**src/rtl/apu_seq_pkg.sv**
```systemverilog
// Shared types and step-decode tables for the APU frame sequencer.
// Masks are indexed by the step value that is current when a step event fires.
package apu_seq_pkg;

   typedef logic [2:0] apu_step_t;

   localparam logic [7:0] LEN_STEP_MASK   = 8'b0101_0101;
   localparam logic [7:0] SWEEP_STEP_MASK = 8'b0100_0100;
   localparam logic [7:0] ENV_STEP_MASK   = 8'b1000_0000;

   typedef struct packed {
      logic len;
      logic sweep;
      logic env;
   } apu_ticks_t;

   function automatic apu_ticks_t decode_ticks(input apu_step_t s);
      apu_ticks_t t;
      t.len   = LEN_STEP_MASK[s];
      t.sweep = SWEEP_STEP_MASK[s];
      t.env   = ENV_STEP_MASK[s];
      return t;
   endfunction

endpackage

```
**src/rtl/apu_seq_edge_sync.sv**
```systemverilog
// Multi-flop synchronizer for a slow DIV-derived bit plus a falling-edge detector.
// fall_pulse is combinational from the flops so the consumer registers it one edge later.
module apu_seq_edge_sync #(
   parameter int SYNC_STAGES = 2
) (
   input  logic apuv_4mhz,
   input  logic apu_reset,
   input  logic in,
   output logic sync_out,
   output logic fall_pulse
);

   logic [SYNC_STAGES-1:0] sync_r;
   logic                   hist_r;

   // Synchronizer chain and one-deep history of the synchronized bit.
   always_ff @(posedge apuv_4mhz or posedge apu_reset) begin
      if (apu_reset) begin
         sync_r <= '0;
         hist_r <= 1'b0;
      end else begin
         sync_r <= {sync_r[SYNC_STAGES-2:0], in};
         hist_r <= sync_r[SYNC_STAGES-1];
      end
   end

   assign sync_out   = sync_r[SYNC_STAGES-1];
   assign fall_pulse = hist_r & ~sync_out;

endmodule

```
**src/rtl/apu_frame_sequencer.sv**
```systemverilog
// APU frame sequencer: 512 Hz step counter issuing length, sweep and envelope strobes.
// Optional macro APU_FAST_SEQ_EN adds test_fast, which steps every FAST_DIV clocks.
module apu_frame_sequencer
   import apu_seq_pkg::*;
#(
   parameter int SYNC_STAGES = 2,
   parameter int FAST_DIV    = 16
) (
   input  logic       apuv_4mhz,
   input  logic       apu_reset,
   input  logic       div_bit,
`ifdef APU_FAST_SEQ_EN
   input  logic       test_fast,
`endif
   output logic       len_tick,
   output logic       sweep_tick,
   output logic       env_tick,
   output logic [2:0] step,
   output logic       len_next_skip
);

   if (SYNC_STAGES < 2 || SYNC_STAGES > 3 || FAST_DIV < 2) begin : g_param_check
      $error("apu_frame_sequencer: parameter out of range");
   end

   logic       sync_s;
   logic       fall_s;
   logic       event_s;
   logic       div_mode_s;

   apu_step_t  step_r;
   apu_step_t  step_nxt_s;
   apu_ticks_t ticks_r;
   apu_ticks_t ticks_nxt_s;
   logic       skip_first_r;
   logic       skip_nxt_s;
   logic       skip_armed_r;
   logic       armed_nxt_s;
   logic [1:0] init_cnt_r;
   logic [1:0] init_cnt_nxt_s;

   apu_seq_edge_sync #(.SYNC_STAGES(SYNC_STAGES)) u_div_sync (
      .apuv_4mhz  (apuv_4mhz),
      .apu_reset  (apu_reset),
      .in         (div_bit),
      .sync_out   (sync_s),
      .fall_pulse (fall_s)
   );

`ifdef APU_FAST_SEQ_EN
   localparam int FAST_CNT_W = $clog2(FAST_DIV);

   logic [FAST_CNT_W-1:0] fast_cnt_r;
   logic                  fast_evt_s;

   assign fast_evt_s = test_fast && (fast_cnt_r == FAST_CNT_W'(FAST_DIV - 1));
   assign event_s    = test_fast ? fast_evt_s : fall_s;
   assign div_mode_s = ~test_fast;

   // Free-running fast-mode divider, parked at zero whenever test_fast is low.
   always_ff @(posedge apuv_4mhz or posedge apu_reset) begin
      if (apu_reset) begin
         fast_cnt_r <= '0;
      end else if (!test_fast || fast_evt_s) begin
         fast_cnt_r <= '0;
      end else begin
         fast_cnt_r <= fast_cnt_r + FAST_CNT_W'(1);
      end
   end
`else
   assign event_s    = fall_s;
   assign div_mode_s = 1'b1;
`endif

   // Step advance, strobe decode and power-on skip bookkeeping.
   always_comb begin
      step_nxt_s     = step_r;
      ticks_nxt_s    = '0;
      skip_nxt_s     = skip_first_r;
      armed_nxt_s    = skip_armed_r;
      init_cnt_nxt_s = init_cnt_r;

      if (event_s) begin
         if (div_mode_s && skip_first_r) begin
            skip_nxt_s = 1'b0;
         end else begin
            ticks_nxt_s = decode_ticks(step_r);
            step_nxt_s  = step_r + 3'd1;
         end
      end else begin
         step_nxt_s = step_r;
      end

      // The synchronizer is cleared by reset, so div_bit is sampled once it has flushed through.
      if (!skip_armed_r) begin
         if (init_cnt_r == 2'(SYNC_STAGES)) begin
            armed_nxt_s = 1'b1;
            skip_nxt_s  = sync_s;
         end else begin
            init_cnt_nxt_s = init_cnt_r + 2'd1;
         end
      end else begin
         init_cnt_nxt_s = init_cnt_r;
      end
   end

   // State and output registers.
   always_ff @(posedge apuv_4mhz or posedge apu_reset) begin
      if (apu_reset) begin
         step_r       <= 3'd0;
         ticks_r      <= '0;
         skip_first_r <= 1'b0;
         skip_armed_r <= 1'b0;
         init_cnt_r   <= 2'd0;
      end else begin
         step_r       <= step_nxt_s;
         ticks_r      <= ticks_nxt_s;
         skip_first_r <= skip_nxt_s;
         skip_armed_r <= armed_nxt_s;
         init_cnt_r   <= init_cnt_nxt_s;
      end
   end

   assign len_tick      = ticks_r.len;
   assign sweep_tick    = ticks_r.sweep;
   assign env_tick      = ticks_r.env;
   assign step          = step_r;
   assign len_next_skip = ~step_r[0];

endmodule

```
**config.mk**
```make
export PLATFORM = sky130hd
export DESIGN_NAME = apu_frame_sequencer
export DESIGN_NICKNAME = d
export VERILOG_FILES = /design/src/rtl/apu_seq_pkg.sv /design/src/rtl/apu_seq_edge_sync.sv /design/src/rtl/apu_frame_sequencer.sv
export SDC_FILE = /design/constraint.sdc
export NUM_CORES = 1
export LEC_CHECK = 0
export ABC_AREA = 1
export CELL_PAD_IN_SITES_DETAIL_PLACEMENT = 1
export CELL_PAD_IN_SITES_GLOBAL_PLACEMENT = 2
export CORE_UTILIZATION = 29
export CTS_BUF_LIST = sky130_fd_sc_hd__clkbuf_4 sky130_fd_sc_hd__clkbuf_8
export CTS_CLUSTER_DIAMETER = 80
export DETAILED_ROUTE_END_ITERATION = 6
export PLACE_DENSITY = 0.78
export SETUP_SLACK_MARGIN = 0.02
export SYNTH_ARGS = -nofsm -noshare
export SYNTH_HDL_FRONTEND = slang
export SYNTH_SLANG_ARGS = --single-unit
```
**constraint.sdc**
```tcl
create_clock -name apuv_4mhz -period 1.1 [get_ports apuv_4mhz]
set_input_delay 0.22 -clock apuv_4mhz [delete_from_list [all_inputs] [get_ports apuv_4mhz]]
set_output_delay 0.22 -clock apuv_4mhz [all_outputs]
set_load 0.01 [all_outputs]
```
==> Word-level counts from Yosys, hierarchy flattened <==
Memory sizes are Yosys's and may differ from the RTL's.
Index checks and enable logic that the tools add are counted.
{ "word_totals": {"mem_count": 3, "wordCells": 34, "register_bits": 13, "rom_bits": 24, "input_bits": 3} }
{ "op_classes": {"mux": 10, "reduce_logical": 2, "eq_ne": 1, "magnitude_cmp": 1, "n_bitwise": 6, "n_addsub": 2} }
{ "mem_list": {"columns": ["memory", "depth", "word_bits", "rd", "rd_clocked_by_memory_dff", "wr", "line_no", "text"], "rows": [
  ["(name not given)", 8, 1, 1, 0, 0, "apu_seq_pkg.sv:21", "t.env = ENV_STEP_MASK[s];"],
  ["(name not given)", 8, 1, 1, 0, 0, "apu_seq_pkg.sv:20", "t.sweep = SWEEP_STEP_MASK[s];"],
  ["(name not given)", 8, 1, 1, 0, 0, "apu_seq_pkg.sv:19", "t.len = LEN_STEP_MASK[s];"]
]} }
{ "op_table": {"columns": ["cell", "n"], "rows": [
  ["1-bit 2-to-1 mux", 8],
  ["3-bit 2-to-1 mux", 2],
  ["1-bit inverter", 5],
  ["3-bit by 4-bit < comparator with 1-bit output, second input constant", 1],
  ["2-bit AND reduction", 2],
  ["3-bit by 1-bit adder with 3-bit output, second input constant", 1],
  ["2-bit by 1-bit adder with 2-bit output, second input constant", 1],
  ["2-bit equality test, second input constant", 1],
  ["1-bit AND", 1]
]} }

==> Logic depth before layout (Yosys ltp) <==
Gate-level depths: netlist of run 1.
{ "logic_depth": {"depth_word": 5, "mapped_depth": 6} }

==> Modules after synthesis <==
From an unflattened synthesis of run 1, not the netlist that was laid out.
{ "hier_totals": {"hier_cells": 57, "area_unflattened_um2": 540.5} }
{ "by_module_without_submodules": {"columns": ["mod", "seq_area_each_um2", "cells_per_inst", "n_inst", "area_each_um2"], "rows": [
  ["apu_frame_sequencer", 250.2, 51, 1, 451.7],
  ["apu_seq_edge_sync", 75.1, 6, 1, 88.8]
]} }

==> Worst setup path before layout of run 1 <==
Ideal clock, no wire load.
{ "synth_path": {"kind": "register -> register", "from": "reg step_r[0], in the netlist step[0]", "to": "reg step_r[2], in the netlist step[2]", "slack_ns": 0.006, "t_arrival_ns": 0.978, "path_buffers": 0, "setup_time_ns": 0.116, "stages_incl_launch_ff": 5, "cell_sequence": "dfrtp_1 ha_1 ha_1 nand2_1 nand2_1"} }
{ "synth_between": {"elab_chain_cells": 1} }
{ "synth_rtl": {"columns": ["item", "line_no", "text"], "rows": [
  ["start: declaration", "apu_frame_sequencer.sv:31", "apu_step_t step_r;"],
  ["start signal: assignment", "apu_frame_sequencer.sv:116", "step_r <= step_nxt_s;"],
  ["3-bit by 1-bit adder with 3-bit output", "apu_frame_sequencer.sv:88", "step_nxt_s = step_r + 3'd1;"]
]} }
No other way between the ends.
A chain may end at the register's enable or synchronous reset.

==> Worst setup path after layout of run 1 <==
Same ends and word-level chain as after synthesis.

==> metrics, run 1 <==
Die Area 2040 um^2; Port Buffers 9; Reg clk slew, reported paths approximately 0.08 ns; dpl cells 91; Yosys reg bits 13; CP Buf/Inv Count 1; Cell Area, Synth approximately 540 um^2; Worst Tran Pin Value around 0.19 ns; detailed-route via count 392; vias in the first global route 396; sequential area share after synthesis 60.3%; Num CTS Buffers 3; CP delay by family, top flip-flops; GRT Util Overall roughly an eighth; vias per cell 4.00; adder-cell share of the synthesized area under 10%; worst IR drop on VDD 0.892 mV; net count after synthesis 59; antenna viol nets, final 0; share of layout cells above drive strength 1 49.3%; minimum clock period 1.09 ns; Post-Synth Simple-Gate Area 19.3%; CTS tree built; multi-input gate area in the final layout between 200 and 250 um^2; synth unique cells 13; sequential cell area approximately 330 um^2; core area 1730 um^2; Tightest Hold Check Type primary input to asynchronous set/reset pin; YS warnings 0; f_max 0.913 GHz; Area growth syn-to-layout 44.3%; worst rel slew slack 87.7%; worst-path fanout max 3; CP max stage cell dfrtp_1; Root Buffer clkbuf_4; R2R Path End step[2]; max_cap viols 0; final instance area 778 um^2; startpoint types flop; DRC viols 0; I/O Pins 10; crit path launch step[0]; post-DP HPWL 754 um; Fin. Hold Viols 0; clock skew 0.00299 ns; worst slack, placed -0.129 ns; final setup vio count 0; worst skew pair latency 0.27 ns; largest family of logic cells by synthesized area simple AND/OR/NAND/NOR gates; non-filler cells, final 98; # fillers 210; XOR/XNOR Fraction of Synth Area under 10%; Gate Count Post-Synth 52; num rows 15; crit-path max cell delay 0.41 ns; critical path arrival 1.26 ns; DR iter-0 viols 1; fin worst setup slack about 0.0051 ns; H-tree depth 1; P per Cell Area 1710 nW/um^2; total gr overflow 0; initial antenna violation count 0; mux share of post-synthesis cell area 0%; Reg2Reg Depth 5; Initial Util 31.2%; reg-to-reg critical path startpoint step[0]; die span in x 45.1 um; largest net degree at the start of global routing 14; flop2flop setup slack 0.005 ns; average size of a mapped cell 10.4 um^2; Clock Sinks 13; status complete, no violations; Ant. Diodes 0; Worst setup EP type flop; crit-path cells buf_6, ha_4, ha_4, nand2_2, nand2_2; wire per inst 9.59 um; power consumption about 1.3 mW; DR pass1 iterations 2; clk buf depth 2; Nets 81; CTS hold repair buffers 0; Compound-Gate Fraction of Synth Area 2.55%; leakage 0.401 nW; Die Y 45.1 um; placer congestion estimate a little over 0.6; fin crit share 99.5%; RSZ-0062 raised after global routing true; Slew Limit Fails 0; Req. time, crit path 1.27 ns; kind of critical path flop to flop; Routed WL 940 um; global-route wire length before repair roughly 1.6 mm; DP Area 701 um^2
registers in the layout, indices dropped and copies added, names as in the netlist:
register,count
skip_armed_r,1
init_cnt_r,2
skip_first_r,1
u_div_sync.hist_r,1
step,3
sweep_tick,1
env_tick,1
len_tick,1
u_div_sync.sync_r,2
layout make-up:
| cell class | instances | area share (%) |
|---|---|---|
| inverters | 10 | 4.82 |
| multi-input cells | 29 | 28.5 |
| well taps | 25 | 4.02 |
| repair buffers | 17 | 17.0 |
| flip-flops and latches | 13 | 41.8 |
| clock buffers | 4 | 3.86 |
layer usage:
layer	part of all wire, %	track usage (%)	vias to the layer above
met1	42	13.0	186
li1	-	-	197
met2	53	17.7	7
met5	0	0	-
met3	3.2	3.60	2
met4	1.5	10.9	0
worst max path at each step:
stage / slack [ns] / cells past startpoint / end
global placement: -0.08 / 2 / len_next_skip
floorplan: 0.02 / 4 / step[2]
CTS: -0.01 / 2 / len_next_skip
detailed placement: -0.13 / 2 / len_next_skip
finish: 0.005 / 5 / step[2]
global route: -0.03 / 2 / len_next_skip
Yosys cell counts:
master   number  area [um^2]
dfrtp_1      13          325
nand2_1      13         48.8
inv_1         8         30.0
ha_1          4         50.1
nand2_2       3         18.8
inv_2         2         7.51
nor2_1        2         7.51
nor2_2        2         12.5
a21oi_1       1         5.00
nand3_1       1         5.00
nor2_4        1         11.3
o21ai_2       1         8.76
xor2_1        1         8.76
per-stage QoR:
| step | setup TNS [ns] | utilization (%) | hold WS [ns] |
|---|---|---|---|
| 3_5_place_dp | -0.247 | 40.6 | 0.337 |
| 2_1_floorplan | 0 | - | 0.0970 |
| 3_3_place_gp | -0.142 | 40.6 | 0.332 |
| 5_1_grt | -0.116 | 45.1 | 0.268 |
| 6_report | 0 | 45.1 | 0.229 |
| 4_1_cts | -0.0213 | 43.7 | 0.222 |
cell usage in the layout, fill, tap and decap left out, types with 2 or more instances in the layout:
cell             synthesis  final
clkbuf_4                 0      4
dfrtp_1                 13     13
buf_2                    0      6
nand2_1                 13     11
ha_4                     0      3
buf_4                    0      5
clkdlybuf4s50_1          0      2
nor2_1                   2      2
inv_1                    8      6
inv_2                    2      4
nor2_2                   2      2
nand2_2                  3      5
buf_6                    0      4
cells by family (layout without fill, tap and decap cells):
logic type | Yosys count | in the layout
AND/OR/NAND/NOR | 22 | 22
flip-flops | 13 | 13
buffers and inverters | 10 | 31
adder cells (fa/ha/maj) | 4 | 4
AO/OA/AOI/OAI | 2 | 2
XOR/XNOR | 1 | 1
power by group:
part           internal, mW  switching (mW)  leakage [nW]
logic                 0.238           0.207         0.224
registers             0.530          0.0430         0.159
clock network         0.165           0.146        0.0184
worst register-to-register path, delay by kind of cell (launching register included):
family,cells,cell delay (ns)
flip-flops,1,0.41
buffers and inverters,1,0.13
adder cells (fa/ha/maj),2,0.35
AND/OR/NAND/NOR,2,0.09
repair_timing:
item | CTS | global route
hold endpoints to repair | 0 | 0
pin swaps | 2 | 3
endpoints found under the setup margin | 11 | 6
setup buffers | 1 | 2
gates resized for setup | 36 | 4
(Power assumes the default switching activity.)
==> inputs of run 2 (changes only) <==
--- a/config.mk
+++ b/config.mk
@@ -14,6 +14,7 @@
 export DETAILED_ROUTE_END_ITERATION = 6
 export PLACE_DENSITY = 0.78
 export SETUP_SLACK_MARGIN = 0.02
+export SLEW_MARGIN = 20
 export SYNTH_ARGS = -nofsm -noshare
 export SYNTH_HDL_FRONTEND = slang
 export SYNTH_SLANG_ARGS = --single-unit
==> results of run 2 <==
Final layout, timing and power as in run 1 (identical DEF).
==> inputs of run 3 (changes only) <==
--- a/config.mk
+++ b/config.mk
@@ -5,14 +5,14 @@
 export SDC_FILE = /design/constraint.sdc
 export NUM_CORES = 1
 export LEC_CHECK = 0
-export ABC_AREA = 1
+export ABC_AREA = 0
 export CELL_PAD_IN_SITES_DETAIL_PLACEMENT = 1
 export CELL_PAD_IN_SITES_GLOBAL_PLACEMENT = 2
-export CORE_UTILIZATION = 29
+export CORE_UTILIZATION = 30
 export CTS_BUF_LIST = sky130_fd_sc_hd__clkbuf_4 sky130_fd_sc_hd__clkbuf_8
 export CTS_CLUSTER_DIAMETER = 80
 export DETAILED_ROUTE_END_ITERATION = 6
-export PLACE_DENSITY = 0.78
+export PLACE_DENSITY = 0.77
 export SETUP_SLACK_MARGIN = 0.02
 export SLEW_MARGIN = 20
 export SYNTH_ARGS = -nofsm -noshare
==> run 3 against run 2 <==
Compared with the run above: the flow now finishes with violations (setup timing); largest power group is now combinational cells; sequential power rose by 4.9%; design area up 2.9%; critical path depth unchanged; critical endpoint unchanged; final cell count is 18% lower.
==> metrics, run 3 <==
Yosys reg bits 13 (unchanged); sequential area share after synthesis 64.4% (+4.0 points); most frequent cells after synthesis dfrtp_1 (13), nand2_1 (5), ha_1 (4); DP Area 669 um^2 (-4.5%); worst hold slack 0.204 ns (-0.0252 ns); worst slack, placed -0.136 ns (-0.00713 ns); Worst setup EP type flop; antenna viol nets, final 0 (unchanged); Slew Limit Fails 0 (unchanged); worst IR drop on VDD 1.19 mV (+34%); Gate Count Post-Synth 39 (-25%); XOR/XNOR Fraction of Synth Area 3.47% (+1.8 points); max reg flops 3 (unchanged); main flop type after synthesis dfrtp_1; status finished with violations; worst skew pair latency 0.29 ns (+0.02 ns); Num CTS Buffers 3 (unchanged); FFs w/ async S/R, synth 100% (unchanged); P per Cell Area 2060 nW/um^2 (+21%); dominant cells by area after synthesis dfrtp_1 (64%), ha_1 (9.9%), nand2_1 (3.7%), xnor2_1 (3.5%), and2_1 (2.5%); Reg clk slew, reported paths 0.10 ns (+0.02 ns); detailed-route via count 363 (-7.4%); synth unique cells 15 (+2); top-count cell post-synth dfrtp_1; H-tree depth 1 (unchanged); Die Area 1850 um^2 (-9.0%); die span in x 43.1 um (-4.6%); critical path arrival 1.38 ns (+0.12 ns); Routed WL 1.23 mm (+31%); average size of a mapped cell 13.0 um^2 (+25%); vias per cell 4.54 (+13%); CTS hold repair buffers 0 (unchanged); final instance area 801 um^2 (+2.9%); failing checks setup timing; minimum clock period 1.13 ns (+0.0398 ns); Clock Sinks 13 (unchanged); startpoint types flop; post-DP HPWL 828 um (+9.8%); core area 1540 um^2 (-11%); EDFF count, synth 0 (unchanged); Ant. Diodes 0 (unchanged); I/O Pins 10 (unchanged); f_max 0.881 GHz (-3.5%); Die Y 43.1 um (-4.6%); Req. time, crit path 1.34 ns (+0.07 ns); fin worst setup slack -0.0347 ns (-0.0398 ns); Nets 72 (-11%); vias in the first global route 408 (+3.0%); YS warnings 0 (unchanged); Fin. Hold Viols 0 (unchanged); Area growth syn-to-layout 58.4%; final setup vio count 4 (+4); wire per inst 15.4 um (+60%); largest area contributor in the netlist dfrtp_1; mux share of post-synthesis cell area 0% (unchanged); leakage 0.403 nW (+0.44%); Post-Synth Simple-Gate Area 14.9% (-4.4 points); power consumption 1.65 mW (+24%); RSZ-0062 raised after global routing true; Port Buffers 9 (unchanged); DRC viols 0 (unchanged); multi-input gate area in the final layout 240 um^2 (+8.5%); Cell Area, Synth 505 um^2 (-6.3%); placer congestion estimate 0.772 (+27%); share of layout cells above drive strength 1 60.9% (+12 points); Compound-Gate Fraction of Synth Area 4.46% (+1.9 points); DR pass1 iterations 1 (-1); clk buf depth 2 (unchanged); net count after synthesis 46 (-22%); clock skew 0.0145 ns (+0.0115 ns); TNS Setup -0.0927 ns (-0.0927 ns); top cell type's share of synthesized area 64.4% (+4.0 points); fin crit share 103% (+3.6 points); num rows 14 (-1); CTS tree built; Tightest Hold Check Type primary input to asynchronous set/reset pin; largest family of logic cells by synthesized area simple AND/OR/NAND/NOR gates; most frequent cells in the layout dfrtp_1 (13), buf_4 (9), buf_2 (6); kind of critical path flop to flop; largest net degree at the start of global routing 14 (unchanged); Worst Tran Pin Value 0.257 ns (+0.0717 ns); max_cap viols 0 (unchanged); Root Buffer clkbuf_4; worst-path fanout max 4 (+1); global-route wire length before repair 2.01 mm (+28%); worst rel slew slack 82.9% (-4.8 points); Initial Util 32.8% (+1.6 points); initial antenna violation count 0 (unchanged); total gr overflow 0 (unchanged); adder-cell share of the synthesized area 9.90% (+0.62 points); GRT Util Overall 16.1% (+4.4 points); commonest non-fill, non-tap cell in the layout dfrtp_1; # fillers 168 (-20%); sequential cell area 325 um^2 (unchanged); DR iter-0 viols 0 (-1)
run 3: worst paths after layout:
check / endpoint / slack (ns) / cells past startpoint / from
setup / recovery: step[2] / -0.03 / 5 / step[0]
hold / removal: skip_first_r / 0.20 / 3 / apu_reset
setup reg to reg: step[2] / -0.03 / 5 / step[0]
hold reg to reg: u_div_sync.sync_r[1] / 0.37 / 0 / u_div_sync.sync_r[0]
max in group asynchronous: skip_armed_r / 0.72 / 3 / apu_reset
min in group apuv_4mhz: u_div_sync.sync_r[1] / 0.37 / 0 / u_div_sync.sync_r[0]
run 3: report_power, final:
| part | leakage (nW) | internal (mW) | switching (mW) |
|---|---|---|---|
| registers | 0.158 | 0.548 | 0.0531 |
| clock network | 0.0184 | 0.166 | 0.179 |
| logic | 0.226 | 0.393 | 0.310 |
run 3: through the flow:
| step | cells | utilization (%) |
|---|---|---|
| 3_3_place_gp | 70 | 43.4 |
| 5_1_grt | 80 | 51.9 |
| 6_report | 80 | 51.9 |
| 4_1_cts | 78 | 49.1 |
| 3_5_place_dp | 70 | 43.4 |
| 2_1_floorplan | 39 | - |
run 3: kinds of logic after synthesis:
group	count (synthesis)
buf+inv	4
xor+xnor	2
compound gates	3
simple gates	13
flops	13
fa+ha+maj	4
run 3: repair_timing:
action                     4_1_cts  5_1_grt
setup endpoints to repair       14       11
buffers inserted                 4        2
hold endpoints to repair         0        0
pin swaps                        4        7
gates resized for setup         37        9
run 3: per-layer routing:
metal	global-route usage [%]	routed length, um
met5	0	0
met4	10.9	29
met3	2.55	48
met2	27.3	677
met1	18.4	475
run 3: worst max-delay path, stage by stage (launching register included):
cell	delay, ns
dfrtp_1	0.43
buf_6	0.14
ha_4	0.15
ha_4	0.25
nand2_2	0.04
nand2_2	0.06
run 3: layout make-up:
cell class              instances  area share, %
inverters                       3           1.41
repair buffers                 22           21.7
multi-input cells              22           30.0
flip-flops and latches         13           40.6
clock buffers                   4           3.75
well taps                      16           2.50
==> variant, RTL diff (flow settings as in run 1) <==
Put a register stage on the outputs `len_tick`, `sweep_tick`, `env_tick` and `len_next_skip`, with the module's reset. The values now appear one clock later. The other outputs are not delayed to match.
--- a/src/rtl/apu_frame_sequencer.sv
+++ b/src/rtl/apu_frame_sequencer.sv
@@ -123,7 +123,16 @@
 
-   assign len_tick      = ticks_r.len;
-   assign sweep_tick    = ticks_r.sweep;
-   assign env_tick      = ticks_r.env;
    assign step          = step_r;
-   assign len_next_skip = ~step_r[0];
+   always_ff @(posedge apuv_4mhz or posedge apu_reset) begin
+      if (apu_reset) begin
+         len_tick      <= '0;
+         sweep_tick    <= '0;
+         env_tick      <= '0;
+         len_next_skip <= '0;
+      end else begin
+         len_tick      <= ticks_r.len;
+         sweep_tick    <= ticks_r.sweep;
+         env_tick      <= ticks_r.env;
+         len_next_skip <= ~step_r[0];
+      end
+   end
 
Formal check against the unedited RTL: not equivalent (Yosys sat finds a counterexample within 4 cycles, from zero or initial values and one cycle with apu_reset high).
==> variant against run 1 <==
  * Clock power grew 3%
  * Power grew 14%
  * Area after synthesis is 18% higher
  * Sequential cell count increased by 4
  * Critical path type unchanged
  * Largest cell class unchanged
  * Cell area rose by 11%
  * Wire length increased by 23%
  * Worst setup slack worse by 32 ps
  * The run now ends with setup timing left
==> variant: results (changes against run 1) <==
gpl congestion = 0.729 (was 0.607)
status = finished with violations (was finished, final reports clean)
Yosys cell types = 13 (unchanged)
CP delay by family, top = flip-flops (unchanged)
layout cells sized above 1 = 43.4% (was 49.3%)
EDFF count, synth = 0 (unchanged)
crit path max fanout = 2 (was 3)
Hold WS = 235 ps (was 229 ps)
critical path class = reg -> reg (unchanged)
number of global-route vias before repair = 474 (was 396)
vias = 435 (was 392)
Internal Power = 0.00106 W (was 0.000933 W)
GRT Overall Usage = 12.5% (was 11.7%)
largest net degree at the start of global routing = 18 (was 14)
syn_area_per_cell = 11.4 sq um (was 10.4 sq um)
final net count = 84 (was 81)
CTS resizes = 36 (unchanged)
Inst Count DP = 95 (was 91)
xor and xnor fraction of the mapped netlist area = 1.38% (was 1.62%)
placed inst area = 786 sq um (was 701 sq um)
Net Count, Synth = 63 (was 59)
DP Worst Slack = -52.6 ps (was -129 ps)
combinational power share = 30.4% (was 33.5%)
leakage power = 0.447 nW (was 0.401 nW)
DR WL/cell = 11.2 microns (was 9.59 microns)
Final Setup Violations = 2 (was 0)
R2R depth = 6 (was 5)
Clk network pwr share = 21.2% (was 23.4%)
adder and majority gate portion of the synthesized area = 7.86% (was 9.28%)
final cell count without fillers = 103 (was 98)
final worst setup slack = -26.6 ps (was 5.08 ps)
first-pass GRT wire length = 2170 microns (was 1570 microns)
Pwr Total = 0.00151 W (was 0.00133 W)
FF-to-FF Start = step[1] (was step[0])
failing checks = setup timing
HP Class = in -> async (unchanged)
post-CTS setup buffer count = 3 (was 1)
Critical Path AT = 1310 ps (was 1260 ps)
sequential share of the synthesized area = 66.8% (was 60.3%)
dpl hpwl = 761 microns (was 754 microns)
clk buf depth = 2 (unchanged)
maximum vdd drop = 0.806 mV (was 0.892 mV)
Layout Skew = 0.495 ps (was 2.99 ps)
Synth top cells by count = 17 x dfrtp_1, 14 x nand2_1, 8 x inv_1, 4 x ha_1 (was 13 x dfrtp_1, 13 x nand2_1, 8 x inv_1, 4 x ha_1, 3 x nand2_2)
initial DRC count = 5 (was 1)
RR Endpoint = step[1] (was step[2])
CTS root buf = clkbuf_4 (unchanged)
setup_tns = -27.1 ps (was 0 ps)
Compound-Gate Fraction of Synth Area = 2.16% (was 2.55%)
Worst slew margin = 85.7% (was 87.7%)
initial antenna violation count = 0 (unchanged)
share of the synthesized area in the top cell type = 66.8% (was 60.3%)
dominant cells by area after synthesis = dfrtp_1 67%, nand2_1 8.3%, ha_1 7.9% (was dfrtp_1 60%, ha_1 9.3%, nand2_1 9.0%)
yosys warns = 0 (unchanged)
variant: cell families (layout without fill, tap and decap cells):
logic type	Yosys count	in the layout
AO/OA/AOI/OAI	2	2
XOR/XNOR	1	1
adder cells (fa/ha/maj)	4	4
buffers and inverters	10	30
flip-flops	17	17
AND/OR/NAND/NOR	22	22
variant: layout make-up:
| cell class | instances | area (sq um) |
|---|---|---|
| Fill cell | 233 | 1150 |
| Clock buffer | 3 | 22.5 |
| Tap cell | 27 | 33.8 |
| Inverter | 10 | 37.5 |
| Sequential cell | 17 | 425 |
| Multi-Input combinational cell | 29 | 224 |
| Timing Repair Buffer | 16 | 119 |
| Clock inverter | 1 | 5.00 |
variant: routing by layer:
metal / share of wire (%) / global-route usage, % / up-vias
met1: 45 / 13.3 / 219
met5: 0 / 0 / -
met3: 3.5 / 4.98 / 2
met2: 50 / 20.8 / 8
li1: - / - / 206
met4: 2.0 / 7.35 / 0
